**src/rtl/softex_fp_minmax_stream_ctrl_pkg.sv**
```systemverilog
// Shared types for the streaming min/max reduction controller: element formats,
// reduction mode and controller state encoding.
package softex_fp_minmax_stream_ctrl_pkg;

  typedef enum logic [2:0] {
    FP32    = 3'd0,
    FP64    = 3'd1,
    FP16    = 3'd2,
    FP8     = 3'd3,
    FP16ALT = 3'd4
  } fp_format_e;

  localparam fp_format_e FPFORMAT_IN = FP16;

  typedef enum logic {
    MAX = 1'b0,
    MIN = 1'b1
  } min_max_mode_t;

  typedef enum logic [1:0] {
    IDLE  = 2'd0,
    ACCUM = 2'd1,
    DONE  = 2'd2
  } minmax_ctrl_state_t;

  function automatic int unsigned fp_width(fp_format_e fmt);
    case (fmt)
      FP32:    return 32;
      FP64:    return 64;
      FP16:    return 16;
      FP8:     return 8;
      FP16ALT: return 16;
      default: return 16;
    endcase
  endfunction

endpackage

```
**src/rtl/softex_fp_minmax_stream_ctrl_rec.sv**
```systemverilog
// Combinational min/max reducer over N_INP strobed lanes; on equal values the
// lowest-index strobed lane wins, which the fold relies on to keep the accumulator.
module softex_fp_minmax_stream_ctrl_rec
  import softex_fp_minmax_stream_ctrl_pkg::*;
#(
  parameter int unsigned DATA_W = 16,
  parameter int unsigned N_INP  = 8
) (
  input  min_max_mode_t             mode_i,
  input  logic [N_INP*DATA_W-1:0]   data_i,
  input  logic [N_INP-1:0]          strb_i,
  output logic [DATA_W-1:0]         res_o,
  output logic                      vld_o
);

  // Sign-magnitude to monotonic unsigned key, so FP ordering becomes integer ordering.
  function automatic logic [DATA_W-1:0] fp_key(logic [DATA_W-1:0] x);
    if (x[DATA_W-1]) begin
      return ~x;
    end
    return {1'b1, x[DATA_W-2:0]};
  endfunction

  function automatic logic fp_gt(logic [DATA_W-1:0] a, logic [DATA_W-1:0] b);
    return fp_key(a) > fp_key(b);
  endfunction

  function automatic logic better(min_max_mode_t mode, logic [DATA_W-1:0] cand,
                                  logic [DATA_W-1:0] best);
    if (mode == MAX) begin
      return fp_gt(cand, best);
    end
    return fp_gt(best, cand);
  endfunction

  logic [DATA_W-1:0] lane;
  logic [DATA_W-1:0] best;
  logic              best_vld;

  always_comb begin
    lane     = '0;
    best     = '0;
    best_vld = 1'b0;
    for (int i = 0; i < int'(N_INP); i++) begin
      lane = data_i[i*DATA_W +: DATA_W];
      if (strb_i[i] && (!best_vld || better(mode_i, lane, best))) begin
        best     = lane;
        best_vld = 1'b1;
      end
    end
  end

  assign res_o = best;
  assign vld_o = best_vld;

endmodule

```
**src/rtl/softex_fp_minmax_stream_ctrl.sv**
```systemverilog
// Multi-beat streaming min/max reduction: folds each strobed beat into a running
// accumulator and returns one scalar per vector over a valid/ready handshake.
module softex_fp_minmax_stream_ctrl
  import softex_fp_minmax_stream_ctrl_pkg::*;
#(
  parameter fp_format_e  FPFORMAT  = FPFORMAT_IN,
  parameter int unsigned N_INP     = 8,
  parameter int unsigned LEN_WIDTH = 16,
  localparam int unsigned WIDTH    = fp_width(FPFORMAT)
) (
  input  logic                     clk_i,
  input  logic                     rst_i,
  input  logic                     clear_i,
  input  logic                     start_i,
  input  logic [LEN_WIDTH-1:0]     len_i,
  input  min_max_mode_t            mode_i,
  output logic                     busy_o,
  input  logic                     in_valid_i,
  output logic                     in_ready_o,
  input  logic [N_INP*WIDTH-1:0]   in_data_i,
  input  logic [N_INP-1:0]         in_strb_i,
  output logic                     res_valid_o,
  input  logic                     res_ready_i,
  output logic [WIDTH-1:0]         res_o,
  output logic                     res_empty_o
);

  minmax_ctrl_state_t   state_q;
  logic [LEN_WIDTH-1:0] remaining_q;
  min_max_mode_t        mode_q;
  logic [WIDTH-1:0]     acc_q;
  logic                 acc_vld_q;

  logic [WIDTH-1:0]     beat_res;
  logic                 beat_vld;
  logic [WIDTH-1:0]     fold_res;
  logic                 fold_vld;
  logic                 in_hs;
  logic                 start_hs;

  assign in_hs    = (state_q == ACCUM) && in_valid_i;
  assign start_hs = (state_q == IDLE) && start_i;

  softex_fp_minmax_stream_ctrl_rec #(
    .DATA_W (WIDTH),
    .N_INP  (N_INP)
  ) u_beat_rec (
    .mode_i (mode_q),
    .data_i (in_data_i),
    .strb_i (in_strb_i),
    .res_o  (beat_res),
    .vld_o  (beat_vld)
  );

  // Accumulator sits on lane 0 so an equal beat result never displaces it.
  softex_fp_minmax_stream_ctrl_rec #(
    .DATA_W (WIDTH),
    .N_INP  (2)
  ) u_fold_rec (
    .mode_i (mode_q),
    .data_i ({beat_res, acc_q}),
    .strb_i ({beat_vld, acc_vld_q}),
    .res_o  (fold_res),
    .vld_o  (fold_vld)
  );

  always_ff @(posedge clk_i) begin
    if (rst_i) begin
      state_q     <= IDLE;
      remaining_q <= '0;
      mode_q      <= MAX;
      acc_vld_q   <= 1'b0;
    end else if (clear_i) begin
      state_q     <= IDLE;
      remaining_q <= '0;
      acc_vld_q   <= 1'b0;
    end else begin
      case (state_q)
        IDLE: begin
          if (start_i) begin
            mode_q      <= mode_i;
            acc_vld_q   <= 1'b0;
            remaining_q <= len_i;
            state_q     <= (len_i == '0) ? DONE : ACCUM;
          end
        end
        ACCUM: begin
          if (in_hs) begin
            remaining_q <= remaining_q - 1'b1;
            acc_vld_q   <= fold_vld;
            if (remaining_q == LEN_WIDTH'(1)) begin
              state_q <= DONE;
            end
          end
        end
        DONE: begin
          if (res_ready_i) begin
            state_q <= IDLE;
          end
        end
        default: state_q <= IDLE;
      endcase
    end
  end

  // Accumulator data path: cleared on abort or a new vector, loaded on every beat.
  always_ff @(posedge clk_i) begin
    if (clear_i || start_hs) begin
      acc_q <= '0;
    end else if (in_hs) begin
      acc_q <= fold_res;
    end
  end

  assign busy_o      = (state_q != IDLE);
  assign in_ready_o  = (state_q == ACCUM);
  assign res_valid_o = (state_q == DONE);
  assign res_o       = res_valid_o ? acc_q : '0;
  assign res_empty_o = res_valid_o & ~acc_vld_q;

endmodule

```
**config.mk**
```make
export PLATFORM = sky130hd
export DESIGN_NAME = softex_fp_minmax_stream_ctrl
export DESIGN_NICKNAME = d
export VERILOG_FILES = /design/src/rtl/softex_fp_minmax_stream_ctrl_pkg.sv /design/src/rtl/softex_fp_minmax_stream_ctrl_rec.sv /design/src/rtl/softex_fp_minmax_stream_ctrl.sv
export SDC_FILE = /design/constraint.sdc
export NUM_CORES = 1
export LEC_CHECK = 0
export CAP_MARGIN = 20
export CORE_AREA = 3 3 159 161
export DETAILED_ROUTE_END_ITERATION = 8
export DIE_AREA = 0 0 162 164
export PLACE_DENSITY = 0.85
export SLEW_MARGIN = 20
export SYNTH_ARGS = -nofsm -noshare
export SYNTH_HDL_FRONTEND = slang
export SYNTH_SLANG_ARGS = --single-unit
export TNS_END_PERCENT = 10
```
**constraint.sdc**
```tcl
create_clock -name clk_i -period 54.7 [get_ports clk_i]
set_input_delay 10.94 -clock clk_i [delete_from_list [all_inputs] [get_ports clk_i]]
set_output_delay 10.94 -clock clk_i [all_outputs]
set_load 0.01 [all_outputs]
```
==> metrics.txt <==
hold violation total from the final report 0; Hold Startpoint remaining_q[10]$_SDFFE_PP0P_; height of the die 164 um; Tmin final 35790 ps; slowest library cell on the worst path clkdlybuf4s50_1; clock sink total 36; Rel. slew slack 0.258; async set-reset flop share out of synthesis 0; Yosys top cell by area ha_1; routed length per instance 18.6 um; die area 26600 um^2; initial antenna violation count 0; Post-CTS Setup Bufs 0; simple-gate share of the synthesized area 0.150; Post-CTS Hold Buffers 0; Critical R2R Launch mode_q$_SDFFE_PP0P_; # diodes 0; post-synthesis xor/xnor area fraction 0.205; ys flop type dfxtp_1; pin count of the biggest net entering global routing 39; I/O Buffers 178; Sequential Area 721 um^2; Vias/cell 5.94; Final Skew 7.66 ps; Hold Crit Depth 2; final core utilization 0.619; crit end category flop; mux share of post-synthesis cell area 0.0133; post-CTS sizing 0; Core ar. 24100 um^2; cell count after synthesis 1698; H-tree depth 2; Initial Util 0.532; Hold/Removal Path Class reg2reg; Worst setup SP type input pin; EDFF count, synth 0; grt ovf 0; Area Overhead vs Synth 16.2%; Adder-Cell Fraction of Synth Area 0.251; Post-Syn Area 12800 um^2; max incr delay on CP 1150 ps; GPL Wtd Cong 1.01; TritonCTS clock tree yes; antenna-violating nets left 0; sequential-to-total area share from yosys stat 0.0562; Worst-Margin Slew 1110 ps; vias in the first global route 12400; crit path max fanout 34; DP Worst Slack 18250 ps; Rows 57; area share of the largest cell type after synthesis 0.251; Max clock buf depth 2; status finished clean; routed via count 12700; first-pass GRT wire length 62600 um; Final Cycle Share 0.654; Max Freq 27.9 MHz; worst setup margin 18910 ps; Layout Nets 2227; reg-to-reg slack, setup 31080 ps; placed cell areas 14700 um^2; Final Cell Area 14900 um^2; Synth area leaders ha_1 25%, xnor2_1 12%, xor2_1 8.1%, inv_1 6.1%, dfxtp_1 5.6%; CP arrival 36020 ps; root buffer cell clkbuf_16; Reg clk slew, reported paths 60 ps; layout cells sized above 1 0.0232; complex-gate fraction of the synthesized area 0.234; largest family of logic cells by synthesized area adder cells; boundary pin count 179; Initial DRC Count 1023; most frequent CP cell ha_1; Post-DP HPWL 32500 um; flops & latches, synth 36; synth unique cells 77; Clock Latency Late Sink 290 ps; First-pass DRT Iterations 8; Hold Crit Endpoint remaining_q[10]$_SDFFE_PP0P_; Setup CP Type in2reg; area of the multi-input gates 11000 um^2; post-synthesis net count 2114; Mean Syn Cell Area 7.56 um^2; Overall Global Routing Usage 0.287; Sum Neg Setup Slack 0 ps; DIE WIDTH 162 um; worst endpoint required time 54930 ps; # fillers 2148; CTS buffer count 5; Reg-to-Reg End acc_q[12]$_SDFFE_PP0P_; Residual DRC 0; Reg2Reg Depth 79; Max-Cap Viols 0; WL final 39700 um; Setup Viol. Count Final 0; RSZ-0062 raised after global routing no; fin. max-slew vios 0; Yosys Warn Count 0
[Yosys cell counts (25+ instances only)]
library cell and count:
ha_1 257, inv_1 207, xnor2_1 181, xor2_1 119, nand2_1 82, a21oi_1 80, nor2_1 78, o21ai_0 70
clkbuf_1 52, and2_1 51, nand3_1 42, dfxtp_1 36, a21o_1 30, a211oi_1 29, o21a_1 28, nand4_1 26
o211ai_1 25
[worst max-delay path, delay by kind of cell]
| kind | cells | cell delay (ps) |
|---|---|---|
| simple gates | 18 | 4770 |
| fa+ha+maj | 8 | 2810 |
| compound gates | 40 | 12720 |
| buf+inv | 10 | 3060 |
| xor+xnor | 8 | 1660 |
[metrics by stage]
| step | cells | hold slack (ps) |
|---|---|---|
| 2_1_floorplan | 1698 | 432 |
| 5_1_grt | 2136 | 499 |
| 3_3_place_gp | 2127 | 443 |
| 4_1_cts | 2135 | 471 |
| 3_5_place_dp | 2127 | 462 |
| 6_report | 2136 | 465 |
[registers in the layout (all words and copies together), names as in the netlist]
| signal | flops |
|---|---|
| acc_q | 16 |
| acc_vld_q | 1 |
| remaining_q | 16 |
| state_q | 2 |
| mode_q | 1 |
[cells in the final DEF (no fill, tap or decap), drive strengths merged, types with 19 or more instances in the layout]
| master | n |
|---|---|
| a21oi | 81 |
| nand4 | 26 |
| a21o | 31 |
| and2 | 51 |
| nand2 | 82 |
| o21a | 28 |
| a211oi | 29 |
| dfxtp | 36 |
| nand3 | 42 |
| nor3 | 22 |
| o211ai | 25 |
| nor2 | 79 |
| xor2 | 119 |
| o21ai | 79 |
| ha | 257 |
| nor2b | 19 |
| clkdlybuf4s50 | 177 |
| inv | 211 |
| xnor2 | 181 |
[layout make-up]
type                       instances  area share
clock buffer                       5     0.00839
clock inverter                     3     0.00285
inverter                         211      0.0536
multi-input combinational       1373       0.736
sequential                        36      0.0483
tap                              324      0.0272
timing repair buffer             184       0.124
[cells by family after synthesis]
family	count (synthesis)
buffers and inverters	289
muxes	17
DFF	36
and+or+nand+nor	376
adders and majority gates	257
xor gates and xnor gates	300
AOI/OAI and AO/OA	423
[metal layers]
metal	wire length (um)	up-vias	global-route usage
li1	-	6079	-
met5	0	-	0
met2	18200	619	0.484
met1	16000	5851	0.356
met4	2480	0	0.164
met3	2970	133	0.0300
[worst max-delay path by stage]
stage	startpoint	end	slack (ps)
global placement	in_strb_i[0]	acc_q[15]$_SDFFE_PP0P_	19100
CTS	in_strb_i[0]	acc_q[15]$_SDFFE_PP0P_	18470
floorplan	in_data_i[15]	acc_q[10]$_SDFFE_PP0P_	23620
finish	in_data_i[31]	acc_q[12]$_SDFFE_PP0P_	18910
detailed placement	in_strb_i[0]	acc_q[15]$_SDFFE_PP0P_	18250
global route	in_data_i[15]	acc_q[4]$_SDFFE_PP0P_	17120
Power is left out: the tool's default activity adds up to more than one toggle a clock period on the data nets, which glitch-free logic cannot reach.
